===== config.mk =====
export PLATFORM = sky130hd
export DESIGN_NAME = chroma_key_pipe_flat
export DESIGN_NICKNAME = d
export VERILOG_FILES = /design/src/rtl/chroma_key_pipe_pkg.sv /design/src/rtl/chroma_key_pipe_if.sv /design/src/rtl/chroma_key_pipe_mod360_12.sv /design/src/rtl/chroma_key_pipe.sv /design/src/flat_wrapper.sv
export SDC_FILE = /design/constraint.sdc
export NUM_CORES = 1
export LEC_CHECK = 0
export ABC_CLOCK_PERIOD_IN_PS = 4600
export CORE_MARGIN = 8
export CORE_UTILIZATION = 49
export CTS_BUF_LIST = sky130_fd_sc_hd__clkbuf_4 sky130_fd_sc_hd__clkbuf_8 sky130_fd_sc_hd__clkbuf_16
export DETAILED_ROUTE_END_ITERATION = 10
export GPL_TIMING_DRIVEN = 0
export PLACE_DENSITY_LB_ADDON = 0.08
export RECOVER_POWER = 25
export SYNTH_ARGS = -nofsm -noshare
export SYNTH_HDL_FRONTEND = slang
export SYNTH_SLANG_ARGS = --single-unit

===== constraint.sdc =====
create_clock -name clk -period 4.6 [get_ports clk]
set_clock_uncertainty 0.05 [all_clocks]
set_input_delay 0.46 -clock clk [delete_from_list [all_inputs] [get_ports clk]]
set_output_delay 0.46 -clock clk [all_outputs]
set_load 0.05 [all_outputs]

===== src/rtl/chroma_key_pipe_pkg.sv =====
// Shared constants and encodings for the chroma-key pipeline.
package chroma_key_pipe_pkg;

  localparam int          HUE_MAX       = 360;
  localparam int          ANTI_DIAG_OFS = 720;
  localparam logic [14:0] KEY_FILL      = 15'h7FFF;

  typedef enum logic [1:0] {
    BG_DIAG = 2'd0,  // row + col
    BG_ANTI = 2'd1,  // row - col + ANTI_DIAG_OFS
    BG_ROW  = 2'd2,
    BG_COL  = 2'd3
  } bg_sel_t;

endpackage


===== src/rtl/chroma_key_pipe_if.sv =====
// Pixel stream bundle: qualified input beat plus the delayed, qualified output beat.
interface chroma_key_pipe_if #(
  parameter int COORD_W = 13
);

  logic               in_valid;
  logic               sof;
  logic [COORD_W-1:0] row;
  logic [COORD_W-1:0] col;
  logic [23:0]        pixel_in;
  logic [23:0]        pass_in;
  logic               out_valid;
  logic [23:0]        pixel_out;
  logic [23:0]        pass_thru;

  modport master (
    output in_valid, sof, row, col, pixel_in, pass_in,
    input  out_valid, pixel_out, pass_thru
  );

  modport slave (
    input  in_valid, sof, row, col, pixel_in, pass_in,
    output out_valid, pixel_out, pass_thru
  );

endinterface


===== src/rtl/chroma_key_pipe_mod360_12.sv =====
// Combinational 12-bit modulo-360 by conditional subtraction of 2880, 1440, 720, 360.
module mod360_12
  import chroma_key_pipe_pkg::*;
(
  input  logic [11:0] x_i,
  output logic [8:0]  y_o
);

  localparam logic [11:0] M8 = 12'(HUE_MAX * 8);
  localparam logic [11:0] M4 = 12'(HUE_MAX * 4);
  localparam logic [10:0] M2 = 11'(HUE_MAX * 2);
  localparam logic [9:0]  M1 = 10'(HUE_MAX);

  logic [11:0] r8;
  logic [10:0] r4;
  logic [9:0]  r2;

  // Each step halves the remaining range, so the intermediate narrows by one bit.
  always_comb begin
    r8  = (x_i >= M8) ? x_i - M8 : x_i;
    r4  = 11'((r8 >= M4) ? r8 - M4 : r8);
    r2  = 10'((r4 >= M2) ? r4 - M2 : r4);
    y_o = 9'((r2 >= M1) ? r2 - M1 : r2);
  end

endmodule


===== src/rtl/chroma_key_pipe.sv =====
// Two-stage HSV chroma keyer: stage 1 matches and forms the background sum,
// stage 2 reduces it modulo 360 and muxes the keyed pixel; also counts keyed pixels per frame.
module chroma_key_pipe
  import chroma_key_pipe_pkg::*;
#(
  parameter int COORD_W = 13,
  parameter int HUE_W   = 9,
  parameter int SAT_W   = 7,
  parameter int CNT_W   = 24
) (
  input  logic                 clk,
  input  logic                 rst_n,
  chroma_key_pipe_if.slave     s,
  input  logic                 key_en,
  input  logic [1:0]           bg_sel,
  input  logic [HUE_W-1:0]     hue_lo,
  input  logic [HUE_W-1:0]     hue_hi,
  input  logic [SAT_W-1:0]     sat_min,
  input  logic [3:0]           scroll_step,
  output logic [CNT_W-1:0]     key_count,
  output logic                 count_valid
);

  localparam int BW = COORD_W + 1;

  logic             sof_cap;
  logic             key_en_q, key_en_c;
  bg_sel_t          bg_sel_q, bg_sel_c;
  logic [HUE_W-1:0] hue_lo_q, hue_lo_c, hue_hi_q, hue_hi_c, hue;
  logic [SAT_W-1:0] sat_min_q, sat_min_c, sat;
  logic [8:0]       phase_q, phase_d;
  logic [9:0]       phase_sum;
  logic             in_win, key_hit;
  logic [BW-1:0]    base_full;
  logic [11:0]      sum_d;
  logic [CNT_W-1:0] cnt_q, cnt_d, key_count_q;
  logic             count_valid_q;

  logic             v1_q, key1_q, out_valid_q;
  logic [11:0]      sum1_q;
  logic [23:0]      pix1_q, pass1_q, pixel_out_q, pass_thru_q;
  logic [8:0]       bg_hue;

  assign sof_cap = s.in_valid & s.sof;

  // The sof beat already belongs to the new frame: it sees freshly captured config and
  // the advanced phase. scroll_step is only consumed on that beat, so it needs no shadow.
  // NOTE: every always_comb output gets a value on every path, so no latches are inferred.
  always_comb begin
    key_en_c  = sof_cap ? key_en            : key_en_q;
    bg_sel_c  = sof_cap ? bg_sel_t'(bg_sel) : bg_sel_q;
    hue_lo_c  = sof_cap ? hue_lo            : hue_lo_q;
    hue_hi_c  = sof_cap ? hue_hi            : hue_hi_q;
    sat_min_c = sof_cap ? sat_min           : sat_min_q;

    phase_sum = {1'b0, phase_q} + {6'd0, scroll_step};
    phase_d   = phase_q;
    if (sof_cap) begin
      phase_d = (phase_sum >= 10'(HUE_MAX)) ? 9'(phase_sum - 10'(HUE_MAX)) : phase_sum[8:0];
    end

    hue     = s.pixel_in[23 -: HUE_W];
    sat     = s.pixel_in[14 -: SAT_W];
    in_win  = (hue_lo_c <= hue_hi_c) ? (hue >= hue_lo_c && hue <= hue_hi_c)
                                     : (hue >= hue_lo_c || hue <= hue_hi_c);
    key_hit = key_en_c && (hue < HUE_W'(HUE_MAX)) && (sat >= sat_min_c) && in_win;

    base_full = BW'(s.col);
    case (bg_sel_c)
      BG_DIAG: base_full = BW'(s.row) + BW'(s.col);
      BG_ANTI: base_full = BW'(s.row) - BW'(s.col) + BW'(ANTI_DIAG_OFS);
      BG_ROW:  base_full = BW'(s.row);
      BG_COL:  base_full = BW'(s.col);
      default: base_full = BW'(s.col);
    endcase
    sum_d = 12'((base_full & BW'(11'h7FF)) + BW'(phase_d));

    cnt_d = cnt_q;
    if (sof_cap) begin
      cnt_d = CNT_W'(key_hit);
    end else if (s.in_valid && key_hit && (cnt_q != '1)) begin
      cnt_d = cnt_q + CNT_W'(1);
    end
  end

  mod360_12 u_mod360 (
    .x_i (sum1_q),
    .y_o (bg_hue)
  );

  // NOTE: state uses non-blocking assignments so every register samples pre-edge values.
  always_ff @(posedge clk or negedge rst_n) begin
    if (!rst_n) begin
      key_en_q      <= 1'b0;
      bg_sel_q      <= BG_DIAG;
      hue_lo_q      <= '0;
      hue_hi_q      <= '0;
      sat_min_q     <= '0;
      phase_q       <= '0;
      cnt_q         <= '0;
      key_count_q   <= '0;
      count_valid_q <= 1'b0;
      v1_q          <= 1'b0;
      key1_q        <= 1'b0;
      sum1_q        <= '0;
      pix1_q        <= '0;
      pass1_q       <= '0;
      out_valid_q   <= 1'b0;
      pixel_out_q   <= '0;
      pass_thru_q   <= '0;
    end else begin
      key_en_q      <= key_en_c;
      bg_sel_q      <= bg_sel_c;
      hue_lo_q      <= hue_lo_c;
      hue_hi_q      <= hue_hi_c;
      sat_min_q     <= sat_min_c;
      phase_q       <= phase_d;
      cnt_q         <= cnt_d;
      count_valid_q <= sof_cap;
      if (sof_cap) key_count_q <= cnt_q;

      v1_q <= s.in_valid;
      if (s.in_valid) begin
        pix1_q  <= s.pixel_in;
        pass1_q <= s.pass_in;
        key1_q  <= key_hit;
        sum1_q  <= sum_d;
      end

      // Bubbles clear out_valid but leave the data outputs holding the last beat.
      out_valid_q <= v1_q;
      if (v1_q) begin
        pixel_out_q <= key1_q ? {bg_hue, KEY_FILL} : pix1_q;
        pass_thru_q <= pass1_q;
      end
    end
  end

  assign s.out_valid  = out_valid_q;
  assign s.pixel_out  = pixel_out_q;
  assign s.pass_thru  = pass_thru_q;
  assign key_count    = key_count_q;
  assign count_valid  = count_valid_q;

endmodule


===== src/flat_wrapper.sv =====
// flat-port wrapper written by rule: the top's interface ports become plain ports
module chroma_key_pipe_flat import chroma_key_pipe_pkg::*;
#(
  parameter int COORD_W = 13,
  parameter int HUE_W   = 9,
  parameter int SAT_W   = 7,
  parameter int CNT_W   = 24
)
  (clk, rst_n, key_en, bg_sel, hue_lo, hue_hi, sat_min, scroll_step, key_count, count_valid, s_in_valid, s_sof, s_row, s_col, s_pixel_in, s_pass_in, s_out_valid, s_pixel_out, s_pass_thru);
  chroma_key_pipe_if #(.COORD_W(COORD_W)) s_i ();
  input  logic clk;
  input  logic rst_n;
  input  logic key_en;
  input  logic [1:0] bg_sel;
  input  logic [HUE_W-1:0] hue_lo;
  input  logic [HUE_W-1:0] hue_hi;
  input  logic [SAT_W-1:0] sat_min;
  input  logic [3:0] scroll_step;
  output logic [CNT_W-1:0] key_count;
  output logic count_valid;
  input wire logic [$bits(s_i.in_valid)-1:0] s_in_valid;
  input wire logic [$bits(s_i.sof)-1:0] s_sof;
  input wire logic [$bits(s_i.row)-1:0] s_row;
  input wire logic [$bits(s_i.col)-1:0] s_col;
  input wire logic [$bits(s_i.pixel_in)-1:0] s_pixel_in;
  input wire logic [$bits(s_i.pass_in)-1:0] s_pass_in;
  output wire logic [$bits(s_i.out_valid)-1:0] s_out_valid;
  output wire logic [$bits(s_i.pixel_out)-1:0] s_pixel_out;
  output wire logic [$bits(s_i.pass_thru)-1:0] s_pass_thru;
  assign s_i.in_valid = s_in_valid;
  assign s_i.sof = s_sof;
  assign s_i.row = s_row;
  assign s_i.col = s_col;
  assign s_i.pixel_in = s_pixel_in;
  assign s_i.pass_in = s_pass_in;
  assign s_out_valid = s_i.out_valid;
  assign s_pixel_out = s_i.pixel_out;
  assign s_pass_thru = s_i.pass_thru;
  chroma_key_pipe #(.COORD_W(COORD_W), .HUE_W(HUE_W), .SAT_W(SAT_W), .CNT_W(CNT_W)) u_core (.clk(clk), .rst_n(rst_n), .s(s_i), .key_en(key_en), .bg_sel(bg_sel), .hue_lo(hue_lo), .hue_hi(hue_hi), .sat_min(sat_min), .scroll_step(scroll_step), .key_count(key_count), .count_valid(count_valid));
endmodule

==> impl_results.md <==
- Status: finished, violations left
- Failing checks: negative setup slack
- Netlist cell types: 76
- Worst-margin pin slew: approximately 0.87 ns
- Commonest cells after routing, fill and taps aside: dfrtp_1 (194), clkdlybuf4s50_1 (175), nand2_1 (136)
- CTS clk-pin slew, worst paths: 0.08 ns
- CTS Sinks: 197
- Synthesized Nets: 1,373
- Critical Path End: u_core.sum1_q[10]
- Vias per Instance: 5.41
- CTS tree: yes
- Post-route cell area: 15,100 µm²
- Primary FF master, synth: dfrtp_1
- Fmax: around 0.22 GHz
- Power density over the cells: 565 nW/µm²
- Ys Warns: 0
- Crit path required time: 4.86 ns
- Starting Density: 0.495
- Vias in the first global route: 9,437
- Post-DP Area: 13,800 µm²
- Mapped cell area: 11,500 µm²
- Syn avg cell area: about 9.8 µm²
- DRT antenna net count: 0
- Net Sw Frac: 0.421
- Die X: roughly 170 µm
- RSZ-0062 raised after global routing: true
- # rows: 56
- Clock Latency Late Sink: 0.44 ns
- Hold Path Class: register to register
- First-pass GRT wire length: 48,100 µm
- Final worst path period share: 1.00
- Layout cells sized above 1: 0.163
- Period minus WS final: around 4.6 ns
- Initial antenna violation count: 1
- Worst slack at placement: -1.85 ns
- Die Ht: roughly 170 µm
- Max clock buf depth: 2
- Crit Path Class: register to register
- Num ports: between 150 and 200
- Number of synthesized flops with an enable pin: 0
- Crit path max fanout: 3
- Routed len/inst: 16.8 µm
- FILL cells: 1,957
- CP Capture Type: register
- Core area: 23,300 µm²
- Clock share of power: 0.179
- R2R Setup Slk: -0.01 ns
- P_leak: just under 7 nW
- Startpoint types: register
- Die ar.: between 20,000 and 30,000 µm²
- Seq pwr share: 0.254
- Worst Setup SP: u_core.phase_q[0]
- Sw power: 3.58 mW
- Gr ovfl total: 0
- Depth of the most critical reg-to-reg path: 23
- Worst EP arrival: 4.87 ns
- VDD IR max: 355 µV
- Combinational share of power: 0.567
- Reg-to-reg endpoint: u_core.sum1_q[10]
- Total power: 8.51 mW
- Largest net degree at the start of global routing: 122
- # nets final: 1,609
- Max_cap viols: 0
- FFs w/ async S/R, synth: 1.00
- GRT Util Overall: 0.205
- Worst r2r src: u_core.phase_q[0]
- Mapped Cells: 1,178
- DP HPWL: 21,700 µm
- DRC: 0
- Area Growth Syn to Fin: 30.5%
- TritonCTS buffer count: 17
- Port buffer count: ~180
- Initial DRT Pass Iterations: 5
- Final setup viols: 2
- Cell Int Power: 4.93 mW
- H-tree levels: 4
- Via count: 9,444
- Sequential fraction of the synthesis area: 0.427
- DR iter-0 viols: 612
- Final hold viol count: 0
- Setup ws final: -0.00961 ns
- #FFs+latches synth: 197
- Final Wtd Congestion: 0.880
- Commonest non-fill, non-tap cell in the layout: dfrtp_1
- Max-slew headroom: 0.414
- # diodes: 0
- Total Routed Length: 29,300 µm
- Clock root buffer: clkbuf_16
- Final max-slew violation count: 0
-- how the worst min path moves through the flow --
stage,cells after the start,start,slack [ns],endpoint
3_5_place_dp,0,u_core.v1_q,0.32,u_core.s.out_valid
4_1_cts,0,u_core.v1_q,0.34,u_core.s.out_valid
6_report,0,u_core.v1_q,0.33,u_core.s.out_valid
5_1_grt,0,u_core.v1_q,0.34,u_core.s.out_valid
3_3_place_gp,0,u_core.v1_q,0.31,u_core.s.out_valid
2_1_floorplan,0,rst_n,0.11,u_core.bg_sel_q[0]
-- stage by stage --
| step | util | TNS [ns] | hold slack [ns] | std cells |
|---|---|---|---|---|
| after CTS | 0.630 | 0 | 0.336 | 1730 |
| final | 0.645 | -0.0113 | 0.332 | 1746 |
| after global routing | 0.645 | -0.855 | 0.343 | 1746 |
| after global placement | 0.589 | -1093.34 | 0.305 | 1676 |
| after detailed placement | 0.591 | -46.23 | 0.319 | 1677 |
| after floorplan | - | -0.0308 | 0.114 | 1178 |
-- power by group through the flow --
stage / registers, mW / clock network (mW) / logic, mW
2_1_floorplan: 2.38 / 0 / 2.68
3_3_place_gp: 2.17 / 0 / 3.79
3_5_place_dp: 2.18 / 0 / 3.83
4_1_cts: 2.14 / 1.56 / 4.23
5_1_grt: 2.19 / 1.63 / 5.24
6_report: 2.16 / 1.52 / 4.83
-- layout make-up --
class	count	area (µm²)	area share
Buffer	45	213	0.0141
Inverter	85	327	0.0217
Sequential cell	197	4930	0.328
Clock inverter	14	179	0.0119
Timing Repair Buffer	220	2130	0.142
Tap cell	319	399	0.0265
Multi-Input combinational cell	848	6440	0.427
Clock buffer	18	439	0.0292
-- what timing repair did --
| action | 4_1_cts | 5_1_grt |
|---|---|---|
| pin swaps | 20 | 45 |
| setup endpoints to repair | 37 | 24 |
| endpoints found under the hold margin | 67 | 0 |
| hold buffers | 1 | 0 |
| setup buffers | 22 | 17 |
| gates resized for setup | 44 | 64 |
-- Yosys cell counts (all sizes together), types with 6 or more instances --
library cell / count / share of area
mux2: 80 / 0.078
and3: 12 / 0.0065
nand2: 140 / 0.046
o21a: 15 / 0.0098
nor3: 16 / 0.0069
xnor2: 33 / 0.025
nand3: 24 / 0.010
and2: 7 / 0.0038
dfrtp: 197 / 0.43
nand2b: 10 / 0.0054
mux2i: 40 / 0.035
a31oi: 12 / 0.0070
nor4: 6 / 0.0064
clkbuf: 33 / 0.011
or3: 9 / 0.0049
nor2: 84 / 0.028
buf: 15 / 0.0049
a211oi: 11 / 0.0087
a21oi: 80 / 0.035
nor2b: 6 / 0.0033
a21o: 27 / 0.018
inv: 85 / 0.028
o211ai: 11 / 0.0072
o31ai: 6 / 0.0051
o21ai: 46 / 0.020
ha: 81 / 0.088
o21bai: 10 / 0.0065
xor2: 16 / 0.012
-- layer usage --
metal,routed length (µm),part of all wire,global-route usage,up-vias
met5,13,0.00044,0,-
met4,457,0.016,0.0573,2
met3,1470,0.050,0.0412,31
met2,13600,0.46,0.330,236
met1,13800,0.47,0.278,4575
li1,-,-,-,4600
-- sequential cells by signal (all words and copies together) (netlist names), 12 cells and up --
| register | flops |
|---|---|
| u_core.key_count | 24 |
| u_core.cnt_q | 24 |
| u_core.pass1_q | 24 |
| u_core.s.pixel_out | 24 |
| u_core.sum1_q | 12 |
| u_core.pix1_q | 24 |
| u_core.s.pass_thru | 24 |
-- worst max-delay path, stage by stage (launching register included) --
cell	delay, ns
dfrtp_1	0.39
ha_2	0.21
fa_2	0.40
a21o_1	0.20
a21oi_2	0.20
xnor2_1	0.12
o211ai_1	0.33
o32ai_2	0.15
a22o_1	0.24
a31oi_4	0.19
buf_6	0.14
nor2_4	0.03
xnor2_2	0.17
nand2_2	0.09
xnor2_2	0.18
ha_4	0.30
inv_2	0.03
o21bai_1	0.19
a21oi_1	0.11
o21bai_1	0.22
a21oi_2	0.11
a2111oi_4	0.22
xnor2_1	0.16
a21oi_1	0.08
-- cell families after synthesis --
group / count (synthesis) / share of synthesized area
multiplexers: 121 / 0.115
buffers and inverters: 133 / 0.0432
AND/OR/NAND/NOR: 339 / 0.139
adder cells (fa/ha/maj): 85 / 0.0947
flip-flops: 197 / 0.427
XOR/XNOR: 49 / 0.0372
AO/OA/AOI/OAI: 254 / 0.144
No activity file was read; power rests on OpenSTA's default activity.
